File: config.mk
export PLATFORM = sky130hd
export DESIGN_NAME = signed_bcd_decoder
export DESIGN_NICKNAME = d
export VERILOG_FILES = /design/src/rtl/signed_bcd_decoder.sv
export SDC_FILE = /design/constraint.sdc
export NUM_CORES = 1
export LEC_CHECK = 0
export CAP_MARGIN = 5
export CORE_UTILIZATION = 50
export CTS_CLUSTER_SIZE = 40
export DETAILED_ROUTE_END_ITERATION = 8
export MAX_ROUTING_LAYER = met4
export PLACE_DENSITY_LB_ADDON = 0.2
export SLEW_MARGIN = 20
export SYNTH_ARGS = -nofsm -noshare
export SYNTH_HDL_FRONTEND = slang
export SYNTH_SLANG_ARGS = --single-unit
File: constraint.sdc
create_clock -name clk -period 4 [get_ports clk]
set_clock_uncertainty 0.15 [all_clocks]
set_input_delay 0.8 -clock clk [delete_from_list [all_inputs] [get_ports clk]]
set_output_delay 0.8 -clock clk [all_outputs]
set_load 0.005 [all_outputs]
File: src/rtl/signed_bcd_decoder.sv
// Signed 16-bit binary to sign + 5-digit BCD, one double-dabble step per cycle.
// Define SIGNED_BCD_SAT_EN to clamp -32768 to 32767 and expose out_sat.
module signed_bcd_decoder (
    input  logic        clk,
    input  logic        rst,
    input  logic        in_valid,
    output logic        in_ready,
    input  logic [15:0] in_num,
    output logic        out_valid,
    input  logic        out_ready,
    output logic        out_neg,
    output logic [19:0] out_bcd
`ifdef SIGNED_BCD_SAT_EN
    ,
    output logic        out_sat
`endif
);

    typedef enum logic [1:0] {
        IDLE,
        CONV,
        DONE
    } state_t;

    state_t      state_q, state_d;
    logic [15:0] mag_q, mag_d;
    logic [19:0] acc_q, acc_d;
    logic [3:0]  step_q, step_d;
    logic        neg_q, neg_d;
    logic        load_out;
    logic [19:0] acc_adj;
    logic [35:0] shifted;
    logic [19:0] acc_step;
    logic [15:0] mag_step;
    logic [19:0] bcd_final;

`ifdef SIGNED_BCD_SAT_EN
    logic sat_q, sat_d;
    logic out_sat_q;
`endif

    function automatic logic [19:0] dabble_adj(input logic [19:0] b);
        logic [19:0] r;
        r = b;
        for (int d = 0; d < 5; d++) begin
            if (b[d*4 +: 4] >= 4'd5)
                r[d*4 +: 4] = b[d*4 +: 4] + 4'd3;
        end
        return r;
    endfunction

    always_comb begin
        acc_adj  = dabble_adj(acc_q);
        shifted  = {acc_adj, mag_q} << 1;
        acc_step = shifted[35:16];
        mag_step = shifted[15:0];
    end

    always_comb begin
        state_d  = state_q;
        mag_d    = mag_q;
        acc_d    = acc_q;
        step_d   = step_q;
        neg_d    = neg_q;
        load_out = 1'b0;
`ifdef SIGNED_BCD_SAT_EN
        sat_d    = sat_q;
`endif
        unique case (state_q)
            IDLE: begin
                if (in_valid) begin
                    state_d = CONV;
                    neg_d   = in_num[15];
                    // 0x8000 negates to itself, which reads as 32768 unsigned
                    mag_d   = in_num[15] ? (~in_num + 16'd1) : in_num;
                    acc_d   = 20'h0;
                    step_d  = 4'd0;
`ifdef SIGNED_BCD_SAT_EN
                    sat_d   = (in_num == 16'h8000);
`endif
                end
            end
            CONV: begin
                acc_d  = acc_step;
                mag_d  = mag_step;
                step_d = step_q + 4'd1;
                if (step_q == 4'd15) begin
                    state_d  = DONE;
                    load_out = 1'b1;
                end
            end
            DONE: begin
                if (out_ready)
                    state_d = IDLE;
            end
            default: state_d = IDLE;
        endcase
    end

`ifdef SIGNED_BCD_SAT_EN
    assign bcd_final = sat_q ? 20'h32767 : acc_step;
`else
    assign bcd_final = acc_step;
`endif

    always_ff @(posedge clk) begin
        if (rst) begin
            state_q <= IDLE;
            mag_q   <= 16'h0;
            acc_q   <= 20'h0;
            step_q  <= 4'd0;
            neg_q   <= 1'b0;
`ifdef SIGNED_BCD_SAT_EN
            sat_q   <= 1'b0;
`endif
        end else begin
            state_q <= state_d;
            mag_q   <= mag_d;
            acc_q   <= acc_d;
            step_q  <= step_d;
            neg_q   <= neg_d;
`ifdef SIGNED_BCD_SAT_EN
            sat_q   <= sat_d;
`endif
        end
    end

    // Result registers move only when a conversion lands in DONE
    always_ff @(posedge clk) begin
        if (rst) begin
            out_neg   <= 1'b0;
            out_bcd   <= 20'h0;
`ifdef SIGNED_BCD_SAT_EN
            out_sat_q <= 1'b0;
`endif
        end else if (load_out) begin
            out_neg   <= neg_q;
            out_bcd   <= bcd_final;
`ifdef SIGNED_BCD_SAT_EN
            out_sat_q <= sat_q;
`endif
        end
    end

`ifdef SIGNED_BCD_SAT_EN
    assign out_sat = out_sat_q;
`endif

    assign in_ready  = (state_q == IDLE);
    assign out_valid = (state_q == DONE);

endmodule

# After elaboration in Yosys (flattened, before gate mapping)
# Index checks and enable logic that the tools add are counted.
# totals
reg_bits	64
inputBits	20
out_inout_bits	23
# op_classes
n_addsub	7
magnitude_cmp	5
n_eq_ne	6
mux	18
bitwise	1
reduce_logical	5
# ops
cell	n
one-hot mux 20 bit (2 select lines)	1
2-to-1 mux 16 bit	2
one-hot mux 16 bit (2 select lines)	1
>= comparator 4 x 3 -> 1 bit, second input constant	5
2-to-1 mux 20 bit	1
2-to-1 mux 4 bit	5
adder 16 x 1 -> 16 bit, second input constant	1
adder 4 x 2 -> 4 bit, second input constant	4
NOT 16 bit	1
one-hot mux 4 bit (2 select lines)	1
2-to-1 mux 2 bit	3
one-hot mux 2 bit (3 select lines)	1
adder 4 x 1 -> 4 bit, second input constant	1
== test 4 bit, second input constant	1
!= test 2 bit, second input constant	2
AND reduction 2 bit	2
adder 3 x 2 -> 3 bit, second input constant	1
2-to-1 mux 3 bit	1
AND reduction 3 bit	1
== test 2 x 1 -> 1 bit, second input constant	1
== test 2 bit, second input constant	1
logical NOT 2 bit	1
2-to-1 mux 1 bit	2
!= test 2 x 1 -> 1 bit, second input constant	1
nonzero test 2 bit	1

# Longest topological paths before layout
# Gate-level depths: netlist of the first run.
# depth
ltp_word	5
mapped_depth	7
depth_no_buf	7

# Worst setup path after synthesis of the first run
# No wires, ideal clock.
# synth_timing
kind	input-to-reg
start	input port in_num[0]
end	register mag_q[14]
t_arrival_ps	2292
required_ps	3780
slack_ps	1487
path_stages	7
n_path_buf	0
cell_sequence	inv_1 -> ha_1 -> or4b_2 -> o41ai_1 -> xnor2_1 -> nand2_1 -> a21oi_1
# synth_between
elab_chain_cells	5
# synth_rtl
element	line	source
start: declaration	8	input logic [15:0] in_num,
NOT 16 bit	75	mag_d = in_num[15] ? (~in_num + 16'd1) : in_num;
adder 16 x 1 -> 16 bit	75	
2-to-1 mux 16 bit	75	
2-to-1 mux 16 bit	71	if (in_valid) begin
one-hot mux 16 bit (2 select lines)	69	unique case (state_q)
end signal: assignment	118	mag_q <= mag_d;
end: declaration	26	logic [15:0] mag_q, mag_d;
# Every way passes these cells. The select of a mux whose other input is x is not followed.
# A chain may end at the register's enable or synchronous reset.

# Worst setup path after layout of the first run
# Ends and elaborated chain as after synthesis.

==> results of run 1 <==
[cells by family (layout without fill, tap and decap cells)]
logic type      count (synthesis)  after routing  synth area share (%)
flops                          64             64                 41.11
mux                             6              6                 1.927
buf+inv                        37             73                 4.617
xor+xnor                       18             18                 5.058
fa+ha+maj                      12             12                 4.817
simple gates                  133            133                 20.31
compound gates                104            104                 22.16
[placed cells by master (no fill, tap or decap), types with 10 or more instances in the layout]
master	n
dfxtp_1	64
nand2_1	42
clkdlybuf4s50_1	41
nor2_1	36
a21oi_1	36
a22oi_1	22
inv_1	13
xnor2_1	12
o21ai_0	12
ha_1	12
nor3_1	10
nand3_1	10
[routing by layer]
layer	wire [um]	share of wire, %	vias up	global-route usage, %
met5	0	0	-	-
met4	94	1.5	0	7.500
met3	273	4.2	9	5.056
met2	3034	47	62	36.81
met1	3064	47	1278	27.84
li1	-	-	1387	-
[sequential cells by signal (all words and copies together), names as in the netlist]
name     cells
out_bcd     20
neg_q        1
step_q       4
mag_q       16
out_neg      1
state_q      2
acc_q       20
[area by class of cell]
class	instances	area share [%]
clock buffers	9	3.312
clock inverters	5	1.338
inverters	13	1.305
multi-input cells	273	45.37
flip-flops and latches	64	34.26
well taps	75	2.509
repair buffers	46	11.91
[worst min-delay path: cells and delay by family, from the launching register on]
kind | cells | cell delay, ns
AO/OA/AOI/OAI | 1 | 0.05
flip-flops | 1 | 0.31
AND/OR/NAND/NOR | 1 | 0.05
[path summary, 6_finish.rpt]
path	start	endpoint	slack [ns]	depth (start not counted)
worst max-delay path	in_num[0]	mag_q[14]	1.22	8
worst min-delay path	out_bcd[9]	out_bcd[9]	0.30	2
worst max register to register	state_q[0]	step_q[2]	1.86	6
worst min register to register	out_bcd[9]	out_bcd[9]	0.30	2
[per-stage QoR]
stage          instance area [um^2]  worst slack, ns  power (uW)  util [%]
2_1_floorplan                  3117            1.487       762.9         -
3_3_place_gp                   3566           0.9324       807.3     59.87
3_5_place_dp                   3566           0.8647       809.0     59.87
4_1_cts                        3740            1.227        1324     62.79
5_1_grt                        3740            1.015        1370     62.79
6_report                       3740            1.219        1308     62.79
[where the power goes]
| group | leakage (uW) | internal [uW] | total [uW] | switching, uW |
|---|---|---|---|---|
| clock | 0.0000945 | 276 | 513 | 237 |
| combinational | 0.000688 | 53.7 | 131 | 76.9 |
| sequential | 0.000519 | 654 | 665 | 10.5 |
==> flow_metrics.py, run 1 <==
metrics = {
    "setup_path": {
        "crit_buf_inv": 2,
        "start_kind": "input pin",
        "crit_chain": "clkdlybuf4s50_1 > inv_1 > ha_1 > or4b_2 > o41ai_1 > xnor2_1 > nand2_1 > a21oi_1",
        "crit_path_end_kind": "register",
        "cp_top_family": "simple AND/OR/NAND/NOR gates",
        "cp_slowest_cell": "or4b_2",
        "cp_data_arrival_time_ns": 2.89,
        "max_stage_delay_ns": 0.67,
        "required_ns": 4.11,
        "crit_type": "in2reg",
        "cp_max_fo": 5,
    },
    "logic_synthesis": {
        "synth-edff-count": 0,
        "netlist_area_um2": 3117,
        "synth_cell_types": 40,
        "synthCells": 374,
        "synthTopCellsByArea": "dfxtp_1 41%, a21oi_1 5.8%, a22oi_1 5.3%",
        "seq_area_frac_synth_pct": 41.11,
        "synth.avg_cell_area_um2": 8.334,
        "yosysWarnings": 0,
        "yosysTopAreaCell": "dfxtp_1",
        "syn_nets": 406,
        "synth_common_cells": "64 x dfxtp_1, 42 x nand2_1, 37 x nor2_1",
        "synthArstFlopShare_pct": 0,
        "yosysTopAreaCellShare_pct": 41.11,
        "ys_ff_latch": 64,
        "synth_ff_type": "dfxtp_1",
        "yosysMostFrequentCell": "dfxtp_1",
    },
    "cts": {
        "clk_latency_ns": 0.34,
        "cts_buffers": 9,
        "path_clk_slew_ns": 0.06,
        "clockBufferDepth": 2,
        "cts_hold_buf": 0,
        "cts_resized": 0,
        "cts_root_buf": "clkbuf_8",
        "cts.sinks": 64,
        "postCtsSetupRepairBufs": 0,
        "htreeDepth": 3,
        "cts_tree": "built",
    },
    "global_routing": {
        "grt_pass1_vias": 2453,
        "grt_pass1_wl_um": 11080,
        "overflow": 0,
        "grt_max_degree": 37,
        "groute.usage.overall_pct": 22.69,
        "antenna_found_initial": 0,
    },
    "pwr": {
        "leakage_uw": 0.001301,
        "ir_drop_mv": 0.2310,
        "p_per_area_nw_per_um2": 349.7,
    },
    "floorplanning": {
        "die_area_um2": 6553,
        "start_util_pct": 52.33,
        "die_w_um": 80.95,
        "pin_count": 43,
        "fp.dieH_um": 80.95,
        "core_area_um2": 5956,
        "row_count": 28,
    },
    "detailed_routing": {
        "wire_per_inst_um": 13.33,
        "route.detailed.drc": 0,
        "via_per_inst": 5.641,
        "dr_total_vias": 2736,
        "drtAntennaViolNets": 0,
        "dr.pass1.iters": 5,
        "first_iter_violations": 164,
        "wirelength_um": 6466,
    },
    "finish": {
        "regArea_um2": 1281,
        "finalNonFillerCells": 485,
        "fill_cells": 557,
        "finalNetCount": 439,
        "n_antenna_cell": 0,
        "multi_input_area_um2": 1697,
        "drive_gt1_share_pct": 6.829,
        "area_growth_pct": 19.99,
    },
    "outcome": {
        "outcome": "complete, no violations",
    },
    "timing": {
        "period_minus_slack_ns": 2.781,
        "rsz0062_at_grt": "no",
        "timing.final.crit_share_pct": 69.52,
        "drv_slew": 0,
        "timing.hold.ws_ns": 0.3045,
        "worst_pin_slew_ns": 0.6997,
        "hold_violations": 0,
        "slew_headroom_pct": 53.35,
        "max_freq_mhz": 359.6,
        "setup_violations": 0,
        "setup_tns_ns": 0,
    },
    "run": {
        "maxCapViolCount": 0,
    },
    "place": {
        "dpl.cell_count": 471,
        "io_buffers": 42,
        "dp_hpwl_um": 4387,
        "globalplace.congestion": 0.8265,
    },
    "worst_hold_path": {
        "hold_class": "reg2reg",
    },
}
No activity file was read; power rests on OpenSTA's default activity.
==> inputs of run 2 (changes only) <==
==> constraint.sdc (replaced) <==
create_clock -name clk -period 2.61 [get_ports clk]
set_clock_uncertainty 0.15 [all_clocks]
set_input_delay 0.522 -clock clk [delete_from_list [all_inputs] [get_ports clk]]
set_output_delay 0.522 -clock clk [all_outputs]
set_load 0.005 [all_outputs]
==> run 2 against run 1 <==
Highest routed layer unchanged. Global-route usage up 0.93 points. Routed wire length increased by 5.5%. Cell area is 5.9% higher. Critical path depth decreased by 1. Sequential share of layout area is 1.9 points lower. Non-clock buffer count rose by 23. Critical endpoint is now mag_q[8]. Via count increased by 2.6%.
==> flow_metrics.py, run 2 (synthesis gave the netlist of run 1 again) <==
metrics = {
    "detailed_routing": {
        "wire_per_inst_um": 13.40,
        "route.detailed.drc": 0,
        "dr_total_vias": 2808,
        "first_iter_violations": 150,
        "dr.pass1.iters": 4,
        "wirelength_um": 6821,
        "drtAntennaViolNets": 0,
        "via_per_inst": 5.517,
    },
    "global_routing": {
        "grt_max_degree": 33,
        "groute.usage.overall_pct": 23.61,
        "grt_pass1_vias": 2634,
        "overflow": 0,
        "grt_pass1_wl_um": 11590,
        "antenna_found_initial": 0,
    },
    "finish": {
        "n_antenna_cell": 0,
        "finalNonFillerCells": 509,
        "finalNetCount": 462,
        "drive_gt1_share_pct": 11.75,
        "final_common_cell": "dfxtp_1",
        "layout_common_cells": "64 x dfxtp_1, 42 x nand2_1, 41 x clkdlybuf4s50_1, 36 x nor2_1, 36 x a21oi_1",
        "reg_top3": "acc_q x20, out_bcd x20, mag_q x16",
        "fill_cells": 526,
        "area_growth_pct": 27.02,
    },
    "floorplanning": {
        "die_w_um": 80.95,
        "start_util_pct": 52.33,
        "fp.dieH_um": 80.95,
        "die_area_um2": 6553,
        "core_area_um2": 5956,
        "row_count": 28,
        "pin_count": 43,
    },
    "cts": {
        "path_clk_slew_ns": 0.07,
        "cts_root_buf": "clkbuf_8",
        "cts.sinks": 64,
        "htreeDepth": 3,
        "postCtsSetupRepairBufs": 0,
        "clk_latency_ns": 0.33,
        "clockBufferDepth": 2,
        "cts_tree": "built",
        "cts_buffers": 9,
    },
    "timing": {
        "hold_violations": 0,
        "period_minus_slack_ns": 2.435,
        "slew_headroom_pct": 73.60,
        "timing.hold.ws_ns": 0.3039,
        "drv_slew": 0,
        "timing.final.crit_share_pct": 93.29,
        "rsz0062_at_grt": "no",
        "max_freq_mhz": 410.7,
        "setup_violations": 0,
        "worst_pin_slew_ns": 0.3956,
    },
    "setup_path": {
        "crit_path_end_kind": "register",
        "cp_max_fo": 5,
        "max_stage_delay_ns": 0.69,
        "crit_buf_inv": 2,
        "cp_data_arrival_time_ns": 2.50,
        "cp_top_family": "simple AND/OR/NAND/NOR gates",
        "crit_chain": "clkdlybuf4s50_1 > inv_1 > ha_1 > or4b_2 > o41ai_1 > xor2_1 > o22ai_1",
        "start_kind": "input pin",
        "cp_slowest_cell": "or4b_2",
        "crit_type": "in2reg",
        "required_ns": 2.68,
    },
    "pwr": {
        "ir_drop_mv": 0.3338,
        "p_per_area_nw_per_um2": 525.3,
        "leakage_uw": 0.001420,
        "power.total_uw": 2080,
    },
    "outcome": {
        "outcome": "complete, no violations",
    },
    "worst_hold_path": {
        "hold_class": "reg2reg",
    },
    "place": {
        "globalplace.congestion": 0.8547,
        "dp_hpwl_um": 4755,
        "dpl.cell_count": 494,
        "io_buffers": 42,
    },
    "run": {
        "maxCapViolCount": 0,
    },
}
[run 2: cell types whose count changed in the layout (fill, tap and decap cells not counted)]
cell	change
clkbuf_8	+1
buf_4	+21
clkinv_2	-3
o41ai_2	+1
o41ai_1	-1
clkbuf_1	+2
buf_12	+2
clkinvlp_4	+1
[run 2: what timing repair did]
item / in CTS / in global routing
hold buffers: 0 / 0
gates resized for setup: 0 / 1
endpoints found under the setup margin: 0 / 1
[run 2: metrics by stage]
step                      util, %  setup TNS [ns]  setup WS (ns)  area (um^2)
after global placement      63.19         -0.4537        -0.1202         3764
after floorplan                 -               0         0.3755         3117
after detailed placement    63.19         -0.7973        -0.1703         3764
after global routing        66.47               0        0.05413         3959
after CTS                   66.34               0         0.1848         3951
final                       66.47               0         0.1750         3959
[run 2: worst paths after layout]
kind         startpoint     endpoint  slack (ns)  depth (start not counted)
max           in_num[0]     mag_q[8]        0.18                          7
min reg2reg  out_bcd[5]   out_bcd[5]        0.30                          2
min          out_bcd[5]   out_bcd[5]        0.30                          2
max reg2reg   step_q[0]  out_bcd[19]        0.79                          5
[run 2: area by class of cell]
class                      instances  area [um^2]  area share (%)
clock buffer                      12        145.1           3.666
clock inverter                     3        42.54           1.075
inverter                          13        48.80           1.233
multi-input combinational        273         1704           43.05
sequential                        64         1281           32.36
tap                               75        93.84           2.370
timing repair buffer              69        643.1           16.25
[run 2: report_power, final]
part / internal, uW / switching [uW]
Sequential: 1000 / 15.9
Clock: 461 / 362
Combinational: 111 / 127
Total: 1570 / 505
[run 2: worst register-to-register path, stage by stage, from the launching register on]
cell	delay, ns
dfxtp_1	0.39
ha_1	0.23
nand3_1	0.10
or2_2	0.45
a211oi_1	0.30
nor3_1	0.07
[run 2: per-layer routing]
metal	share of wire [%]	GRT usage [%]
met1	45	27.44
met2	50	40.42
met3	4.1	5.056
met4	1.1	7.500
met5	0	-
